==> config.mk <==
export PLATFORM = sky130hd
export DESIGN_NAME = fetch_stage
export DESIGN_NICKNAME = d
export VERILOG_FILES = /design/src/rtl/fetch_stage.sv
export SDC_FILE = /design/constraint.sdc
export NUM_CORES = 1
export LEC_CHECK = 0
export ABC_AREA = 1
export ABC_CLOCK_PERIOD_IN_PS = 1800
export CORE_MARGIN = 5
export CORE_UTILIZATION = 43
export CTS_BUF_LIST = sky130_fd_sc_hd__clkbuf_8
export DETAILED_ROUTE_END_ITERATION = 8
export PLACE_DENSITY = 0.83
export SETUP_SLACK_MARGIN = 0.15
export SYNTH_ARGS = -nofsm -noshare
export SYNTH_HDL_FRONTEND = slang
export SYNTH_SLANG_ARGS = --single-unit
==> constraint.sdc <==
create_clock -name clk -period 1.8 [get_ports clk]
set_clock_uncertainty 0.15 [all_clocks]
set_input_delay 0.45 -clock clk [delete_from_list [all_inputs] [get_ports clk]]
set_output_delay 0.45 -clock clk [all_outputs]
set_load 0.03 [all_outputs]
==> src/rtl/fetch_stage.sv <==
// Fetch-stage PC register and F/D pipeline register: one-edge latency from npc to f_pc and from f_pc to d_*.
// Backpressure: stall holds PC and F/D; req/eret redirect the PC and flush D to a bubble.
module fetch_stage #(
   parameter logic [31:0] RESET_PC   = 32'h0000_3000,
   parameter logic [31:0] HANDLER_PC = 32'h0000_4180,
   parameter logic [31:0] IM_BASE    = 32'h0000_3000,
   parameter logic [31:0] IM_TOP     = 32'h0000_6FFC
) (
   input  logic        clk,
   input  logic        reset,
   input  logic [31:0] npc,
   input  logic        stall,
   input  logic        is_branch_d,
   input  logic        eret_d,
   input  logic        req,
   input  logic [31:0] epc,
   input  logic [31:0] i_instr,
   output logic [31:0] f_pc,
   output logic [31:0] d_pc,
   output logic [31:0] d_instr,
   output logic [4:0]  d_exccode,
   output logic        d_bd,
   output logic        d_valid
);

   logic        f_adel;
   logic [31:0] f_instr;
   logic [4:0]  f_exccode;

   // Bad fetches still advance; the AdEL tag rides with a nop-like zero word.
   always_comb begin
      f_adel    = (f_pc[1:0] != 2'b00) || (f_pc < IM_BASE) || (f_pc > IM_TOP);
      f_instr   = f_adel ? 32'h0 : i_instr;
      f_exccode = f_adel ? 5'd4 : 5'd0;
   end

   always_ff @(posedge clk) begin
      if (!reset) begin
         f_pc      <= RESET_PC;
         d_pc      <= RESET_PC;
         d_instr   <= 32'h0;
         d_exccode <= 5'd0;
         d_bd      <= 1'b0;
         d_valid   <= 1'b0;
      end else if (req) begin
         f_pc      <= HANDLER_PC;
         d_pc      <= HANDLER_PC;
         d_instr   <= 32'h0;
         d_exccode <= 5'd0;
         d_bd      <= 1'b0;
         d_valid   <= 1'b0;
      end else if (stall) begin
         f_pc      <= f_pc;
         d_pc      <= d_pc;
         d_instr   <= d_instr;
         d_exccode <= d_exccode;
         d_bd      <= d_bd;
         d_valid   <= d_valid;
      end else if (eret_d) begin
         // The instruction behind eret is squashed, never executed.
         f_pc      <= epc;
         d_pc      <= epc;
         d_instr   <= 32'h0;
         d_exccode <= 5'd0;
         d_bd      <= 1'b0;
         d_valid   <= 1'b0;
      end else begin
         f_pc      <= npc;
         d_pc      <= f_pc;
         d_instr   <= f_instr;
         d_exccode <= f_exccode;
         d_bd      <= is_branch_d;
         d_valid   <= 1'b1;
      end
   end

endmodule

# After elaboration in Yosys (flattened, before gate mapping)

Index checks and enable logic that the tools add are counted.

Multiply operators: 0
Eq/ne operators: 1
Mux-type cells: 12
Add/sub/neg operators: 0
Bitwise operators: 1
Shift-type cells: 0
Reduce and logical (&&, ||, !) cells: 4
Div/mod/pow operators: 0
Order comparisons: 2

Operators with widths:

| cell                                                                            | count |
|---|---|
| 32-bit 2-to-1 mux                                                               | 4 |
| 15-bit 2-to-1 mux                                                               | 4 |
| 32-bit by 15-bit > comparator with 1-bit output (second input constant)         | 1 |
| 32-bit by 14-bit less-than comparator with 1-bit output (second input constant) | 1 |
| 3-bit 2-to-1 mux                                                                | 2 |
| 1-bit logical OR                                                                | 2 |
| 1-bit 2-to-1 mux                                                                | 2 |
| 2-bit by 1-bit != test with 1-bit output (second input constant)                | 1 |
| 2-bit nonzero test                                                              | 1 |
| 2-bit OR reduction                                                              | 1 |
| 1-bit NOT                                                                       | 1 |

RAM bits: 0
Output and inout port bits: 103
Latch bits: 0
Logic and storage cells: 28
ROM bits: 0
Register bits after elaboration: 103
Memories kept: 0

# Depth between registers and ports, before layout

Gate-level depths: netlist of the first run.

Depth in word-level cells: 5
Gate-level depth with buffers: 8
Mapped depth without buffers: 7

# Least setup slack after synthesis of the first run

No wires, ideal clock.

Path type: register to register
From: reg f_pc[14]
To: reg d_instr[10]
Buffers on the path: 1
Slack: 0.318 ns
Arrival time: 1.266 ns
Library setup time: 0.066 ns
Cell stages (with the launch flop): 8
Path through: dfxtp_1 > inv_1 > nand2_1 > nand3_2 > nor2_8 > buf_6 > nand2_1 > a21oi_2

Cells in the longest elaborated chain, start to end: 5
Elaborated cells on any way between the ends: 6
Classes of those cells: 2 x order compare; 2 x mux; 2 x reduce/logical

RTL lines:

| element                                                 | line | text |
|---|---|---|
| start: declaration                                      | 18   | `output logic [31:0] f_pc,` |
| start signal: assignment                                | 53   | `f_pc <= f_pc;` |
| start signal: assignment                                | 61   | `f_pc <= epc;` |
| start signal: assignment                                | 68   | `f_pc <= npc;` |
| 32-bit by 14-bit less-than comparator with 1-bit output | 32   | `f_adel = (f_pc[1:0] != 2'b00) \|\| (f_pc < IM_BASE) \|\| (f_pc > IM_TOP);` |
| 1-bit logical OR                                        | 32   |  |
| 1-bit logical OR (*)                                    | 32   |  |
| 32-bit 2-to-1 mux (*)                                   | 33   | `f_instr = f_adel ? 32'h0 : i_instr;` |
| 32-bit 2-to-1 mux (*)                                   | 59   | `end else if (eret_d) begin` |
| end signal: assignment                                  | 55   | `d_instr <= d_instr;` |
| end signal: assignment                                  | 70   | `d_instr <= f_instr;` |
| end: declaration                                        | 20   | `output logic [31:0] d_instr,` |

Every way passes the cells marked *; elsewhere a longest branch is shown, timed or not.
A chain may end at the register's enable or synchronous reset.

# Worst setup path after layout of the first run

From: reg d_pc[25]
To: out d_pc[25]

RTL lines:

| element                  | line | text |
|---|---|---|
| start: declaration       | 19   | `output logic [31:0] d_pc,` |
| start signal: assignment | 54   | `d_pc <= d_pc;` |
| start signal: assignment | 62   | `d_pc <= epc;` |
| start signal: assignment | 69   | `d_pc <= f_pc;` |

No word-level cell between the ends.

==> results.ini, run 1 <==
[drt]
drt_first_iter_violations = 356
ant_nets = 0
routed_wl_um = 13900
dr.pass1.iters = 5
drt-vias-per-instance = 4.72
wl_per_cell_um = 13.6
drc = 0
vias = 4837

[clock_tree]
tritoncts = yes
htree_num_levels = 3
cts_inserted_buffers = 9
cts_buffer_depth = 2
hold_buffers = 0
clk_pin_slew_worst_paths_ns = 0.10
cts.sinks = 99
clock_latency_ns = 0.35
root_buffer = clkbuf_8

[cells_and_area]
nNetsFinal = 986
num_antenna_cells = 0
stdcell_area_um2 = 7030
drive_gt1_frac = 0.198
area_growth_pct = 51.9
fillers = 872

[global_route]
grt_pass1_wl_um = 22200
grt_max_degree = 55
grt_remaining_overflow = 0
grtUsageTotal = 0.210
grt_pass1_vias = 4638
antenna_found_initial = 0

[floorplanning]
rows = 37
core-area_um2 = 10400
num_io_pins = 205
initial_core_util = 0.444
fp.dieH_um = 114
die-area_um2 = 12900
die_x_um = 114

[hold_path]
hp-class = reg2reg

[setup_path]
arrival_ns = 1.02
start_kind = register
cp_max_fo = 2
path_cells = clkdlybuf4s15_2
max_stage_delay_ns = 0.37
crit_type = reg2out
critPathSlowestCell = dfxtp_1
end_kind = primary output
critical_path_buf_inv_count = 1
critPathTopFamily = flip-flops
critPathRequiredTime_ns = 1.20

[place]
dpl_worst_slack_ns = -0.163
gp_congestion = 0.869
dp_hpwl_um = 10200
dpl_cell_area_um2 = 6910
port_buffers = 200

[logic_synthesis]
yosysSeqAreaShare = 0.428
synth_warnings = 0
syn_avg_cell_area_um2 = 6.77
synthAdderAreaFrac = 0
synth_top_family_by_area = simple AND/OR/NAND/NOR gates
synth-edff-count = 0
ys_types = 24
synth_top_area_frac = 0.428
netlist_instances = 683
synth_compound_area_frac = 0.190
syn_area_um2 = 4630
synth.most_common_cell = nand2_1
ys_seq_elements = 99
yosys.area_share.xor_xnor = 0
synth_mux_area_frac = 0
async_reset_ff_frac = 0
synthSimpleGateAreaFrac = 0.226
synth_largest_area_cell = dfxtp_1
ys_top_cells_by_count = nand2_1, inv_1, dfxtp_1, o21ai_0, nor2_1
synthFlopType = dfxtp_1
synth.area.top_cells = dfxtp_1, nand2_1, o21ai_0

[sta]
timing.final.crit_period_ns = 1.62
fin_ws_ns = 0.180
drv_slew = 0
max_freq_ghz = 0.617
whs_ns = 0.316
hold_viol_final = 0
rsz0062_at_grt = true
post-route-period-util = 0.900
setup_violations = 0

[run_status]
status = complete, no violations

[job]
maxCapViolCount = 0

[power_and_ir_drop]
power.density_nw_per_um2 = 668
cellLeakagePower_nw = 3.26
vdd_ir_drop_max_mv = 0.504

[final cells by class]
| type | instances | area (um^2) | area share |
|---|---|---|---|
| Clock buffer | 10 | 138 | 0.0196 |
| Clock inverter | 6 | 65.1 | 0.00926 |
| Inverter | 121 | 457 | 0.0650 |
| Multi-Input combinational cell | 422 | 1940 | 0.276 |
| Sequential cell | 99 | 1980 | 0.282 |
| Tap cell | 136 | 170 | 0.0242 |
| Timing Repair Buffer | 231 | 2270 | 0.324 |
[flip-flops by register name (all words and copies together), names as in the netlist]
register	flops
d_instr	32
d_bd	1
d_exccode	1
f_pc	32
d_pc	32
d_valid	1
[stage by stage]
| step | std cells | TNS [ns] | util | power (mW) |
|---|---|---|---|---|
| floorplan | 686 | 0 | - | 2.84 |
| finish | 1025 | 0 | 0.675 | 4.70 |
| global placement | 1007 | -4.12 | 0.664 | 3.32 |
| CTS | 1023 | 0 | 0.688 | 4.75 |
| detailed placement | 1007 | -6.22 | 0.664 | 3.33 |
| global route | 1025 | 0 | 0.675 | 4.92 |
[kinds of logic (layout without fill, tap and decap cells)]
group           after synthesis  count (layout)
compound gates              162             162
buf+inv                     165             368
flops                        99              99
other cells                   1               4
simple gates                256             256
[path summary, 6_finish.rpt]
path / from / endpoint / slack [ns] / depth (start not counted)
worst max-delay path: d_pc[25] / d_pc[25] / 0.18 / 1
worst min-delay path: d_instr[23] / d_instr[23] / 0.32 / 2
worst min register to register: d_instr[23] / d_instr[23] / 0.32 / 2
worst max register to register: f_pc[1] / d_instr[16] / 0.28 / 8
[metal layers]
metal  GRT usage  wire, um  up-vias
met4      0.0881       432        0
met1       0.261      5790     2137
li1            -         -     2495
met2       0.350      6690      170
met5           0         0        -
met3      0.0451      1030       35
[placed cells by master (no fill, tap or decap), types with 2 or more instances in the layout]
master / n
a21oi_1: 26
a21oi_2: 17
buf_12: 12
buf_2: 37
buf_4: 19
clkbuf_8: 10
clkdlybuf4s15_2: 60
clkdlybuf4s18_2: 3
clkdlybuf4s50_1: 100
clkinv_4: 2
conb_1: 4
dfxtp_1: 99
inv_1: 118
inv_2: 3
nand2_1: 143
nand2_2: 2
nand3_1: 31
nor2_1: 73
nor2_2: 3
o21ai_0: 95
o21ai_1: 22
[what timing repair did]
action                     CTS  global route
pin swaps                    0             2
setup endpoints to repair   99            54
setup buffers                0             2
gates resized for setup    322            53
[tightest hold or removal path: stages, from the launching register on]
cell and delay (ns):
dfxtp_1 0.32, nand2_1 0.05, a21oi_1 0.05
[where the power goes]
part | switching, mW | leakage (nW) | internal [mW] | total (mW)
combinational | 0.517 | 2.35 | 0.446 | 0.963
clock | 0.761 | 0.108 | 0.685 | 1.45
sequential | 0.0391 | 0.805 | 2.25 | 2.29
total | 1.32 | 3.26 | 3.38 | 4.70
Power figures use the tool's default switching activity.
==> run 2: changes to the inputs <==
- GPL_ROUTABILITY_DRIVEN: unset -> 1
- SETUP_SLACK_MARGIN: 0.15 -> unset
==> results.ini, run 2 (synthesis results as in run 1) <==
[run_status]
status = complete, no violations

[sta]
hold_viol_final = 0  ; unchanged
post-route-period-util = 0.973  ; +0.0734
setup_violations = 0  ; unchanged
rsz0062_at_grt = false
drv_slew = 0  ; unchanged
max_freq_ghz = 0.571  ; -7.5%
timing.final.crit_period_ns = 1.75  ; +0.132 ns

[floorplanning]
rows = 37  ; unchanged
core-area_um2 = 10400  ; unchanged
die-area_um2 = 12900  ; unchanged
fp.dieH_um = 114  ; unchanged
initial_core_util = 0.444  ; unchanged
die_x_um = 114  ; unchanged
num_io_pins = 205  ; unchanged

[clock_tree]
cts.sinks = 99  ; unchanged
tritoncts = yes
clock_latency_ns = 0.35  ; about the same
htree_num_levels = 3  ; unchanged
cts_inserted_buffers = 9  ; unchanged
hold_buffers = 0  ; unchanged
cts_buffer_depth = 2  ; unchanged
clk_pin_slew_worst_paths_ns = 0.09  ; about the same
root_buffer = clkbuf_8

[setup_path]
critPathTopFamily = buffers and inverters
cp_max_fo = 3  ; +1
regToRegSetupSlack_ns = 0.24  ; -0.04 ns
arrival_ns = 1.15  ; +0.13 ns
path_cells = dlygate4sd2_1
start_kind = register
crit_type = reg2out
crit_end = f_pc[0]
critical_path_buf_inv_count = 1  ; unchanged
rr_startpoint = f_pc[1]
critPathRequiredTime_ns = 1.20  ; about the same
end_kind = primary output
r2r.worst_path.cells = 8  ; unchanged
worstReg2RegEnd = d_instr[21]
cp_num_cells = 1  ; unchanged
max_stage_delay_ns = 0.44  ; +0.07 ns
critPathSlowestCell = dlygate4sd2_1
startpoint = f_pc[0]

[place]
gp_congestion = 0.869  ; unchanged
placedCellCount = 1007  ; unchanged
dpl_cell_area_um2 = 6910  ; unchanged
port_buffers = 200  ; unchanged
dp_hpwl_um = 10200  ; unchanged

[drt]
drc = 0  ; unchanged
dr.pass1.iters = 4  ; -1
routed_wl_um = 13900  ; -0.60%
drt-vias-per-instance = 4.71  ; -0.18%
vias = 4819  ; -0.37%
wl_per_cell_um = 13.5  ; -0.40%
drt_first_iter_violations = 293  ; -18%
ant_nets = 0  ; unchanged

[cells_and_area]
ff_latch_area_um2 = 1980  ; unchanged
drive_gt1_frac = 0.0823  ; -0.116
multi_input_area_um2 = 1940  ; -0.26%
fillers = 912  ; +4.6%
num_antenna_cells = 0  ; unchanged
reg.largest.list = d_instr x32, d_pc x32, f_pc x32
area_growth_pct = 51.3
final_common_cell = nand2_1
finalNonFillerCells = 1023  ; -0.20%
nNetsFinal = 984  ; -0.20%
final_cell_mix = nand2_1, inv_1, clkdlybuf4s50_1
stdcell_area_um2 = 7000  ; -0.43%

[power_and_ir_drop]
seq_power_share = 0.490  ; +0.003
p_clk_frac = 0.308  ; about the same
p_switching_mw = 1.31  ; -0.75%
switching_share = 0.279  ; -0.000723
power_frac_comb = 0.203  ; -0.002
cellLeakagePower_nw = 3.58  ; +9.7%
power.density_nw_per_um2 = 668  ; about the same
internal_power_mw = 3.37  ; -0.39%
total_power_mw = 4.68  ; -0.49%
vdd_ir_drop_max_mv = 0.490  ; -2.6%

[global_route]
grt_pass1_wl_um = 22100  ; -0.77%
grt_remaining_overflow = 0  ; unchanged
grtUsageTotal = 0.208  ; -0.00169
antenna_found_initial = 0  ; unchanged
grt_pass1_vias = 4630  ; -0.17%
grt_max_degree = 55  ; unchanged

[job]
maxCapViolCount = 0  ; unchanged

[hold_path]
hp-class = reg2reg
hp-start = d_bd

[run 2: cell count changes in the layout (fill, tap and decap cells not counted), moves of 3 or more]
cell,delta
buf_2,-36
clkdlybuf4s15_1,+7
clkdlybuf4s15_2,-60
clkdlybuf4s18_2,-3
dlygate4sd2_1,+92
[run 2: worst min-delay path by stage]
stage	end	slack [ns]	depth (start not counted)
after floorplan	d_pc[12]	0.38	1
after global placement	d_instr[23]	0.30	2
after detailed placement	d_instr[27]	0.30	2
after CTS	d_instr[27]	0.32	2
after global routing	d_instr[27]	0.34	2
final	d_bd	0.31	2
[run 2: timing repair]
action | 4_1_cts | 5_1_grt
pin swaps | 0 | 0
gates resized for setup | 99 | 7
endpoints found under the setup margin | 99 | 7
setup buffers | 0 | 0
[run 2: layout make-up]
type                            instances  share of cell area
Timing Repair Buffer                  229               0.321
Sequential cell                        99               0.283
Multi-Input combinational cell        422               0.277
Inverter                              121              0.0652
Tap cell                              136              0.0243
Clock buffer                           10              0.0197
Clock inverter                          6             0.00930
[run 2: per-layer routing]
layer,vias up,GRT usage,share of wire
li1,2490,-,-
met1,2136,0.261,0.43
met2,164,0.346,0.48
met3,29,0.0451,0.068
met4,0,0.0833,0.028
met5,-,0,0
[run 2: power by group through the flow]
stage | Combinational [mW] | Clock [mW] | Sequential [mW]
finish | 0.947 | 1.44 | 2.29
CTS | 0.951 | 1.49 | 2.29
floorplan | 0.380 | 0 | 2.46
global route | 1.03 | 1.57 | 2.30
detailed placement | 0.990 | 0 | 2.34
global placement | 0.981 | 0 | 2.34
[run 2: through the flow]
step	TNS [ns]	hold WS [ns]	setup slack (ns)	util
after floorplan	0	0.384	0.318	-
after global placement	-4.12	0.296	-0.0744	0.664
after detailed placement	-6.22	0.303	-0.163	0.664
after CTS	0	0.317	0.0109	0.671
after global routing	0	0.337	0.00236	0.672
final	0	0.314	0.0482	0.672
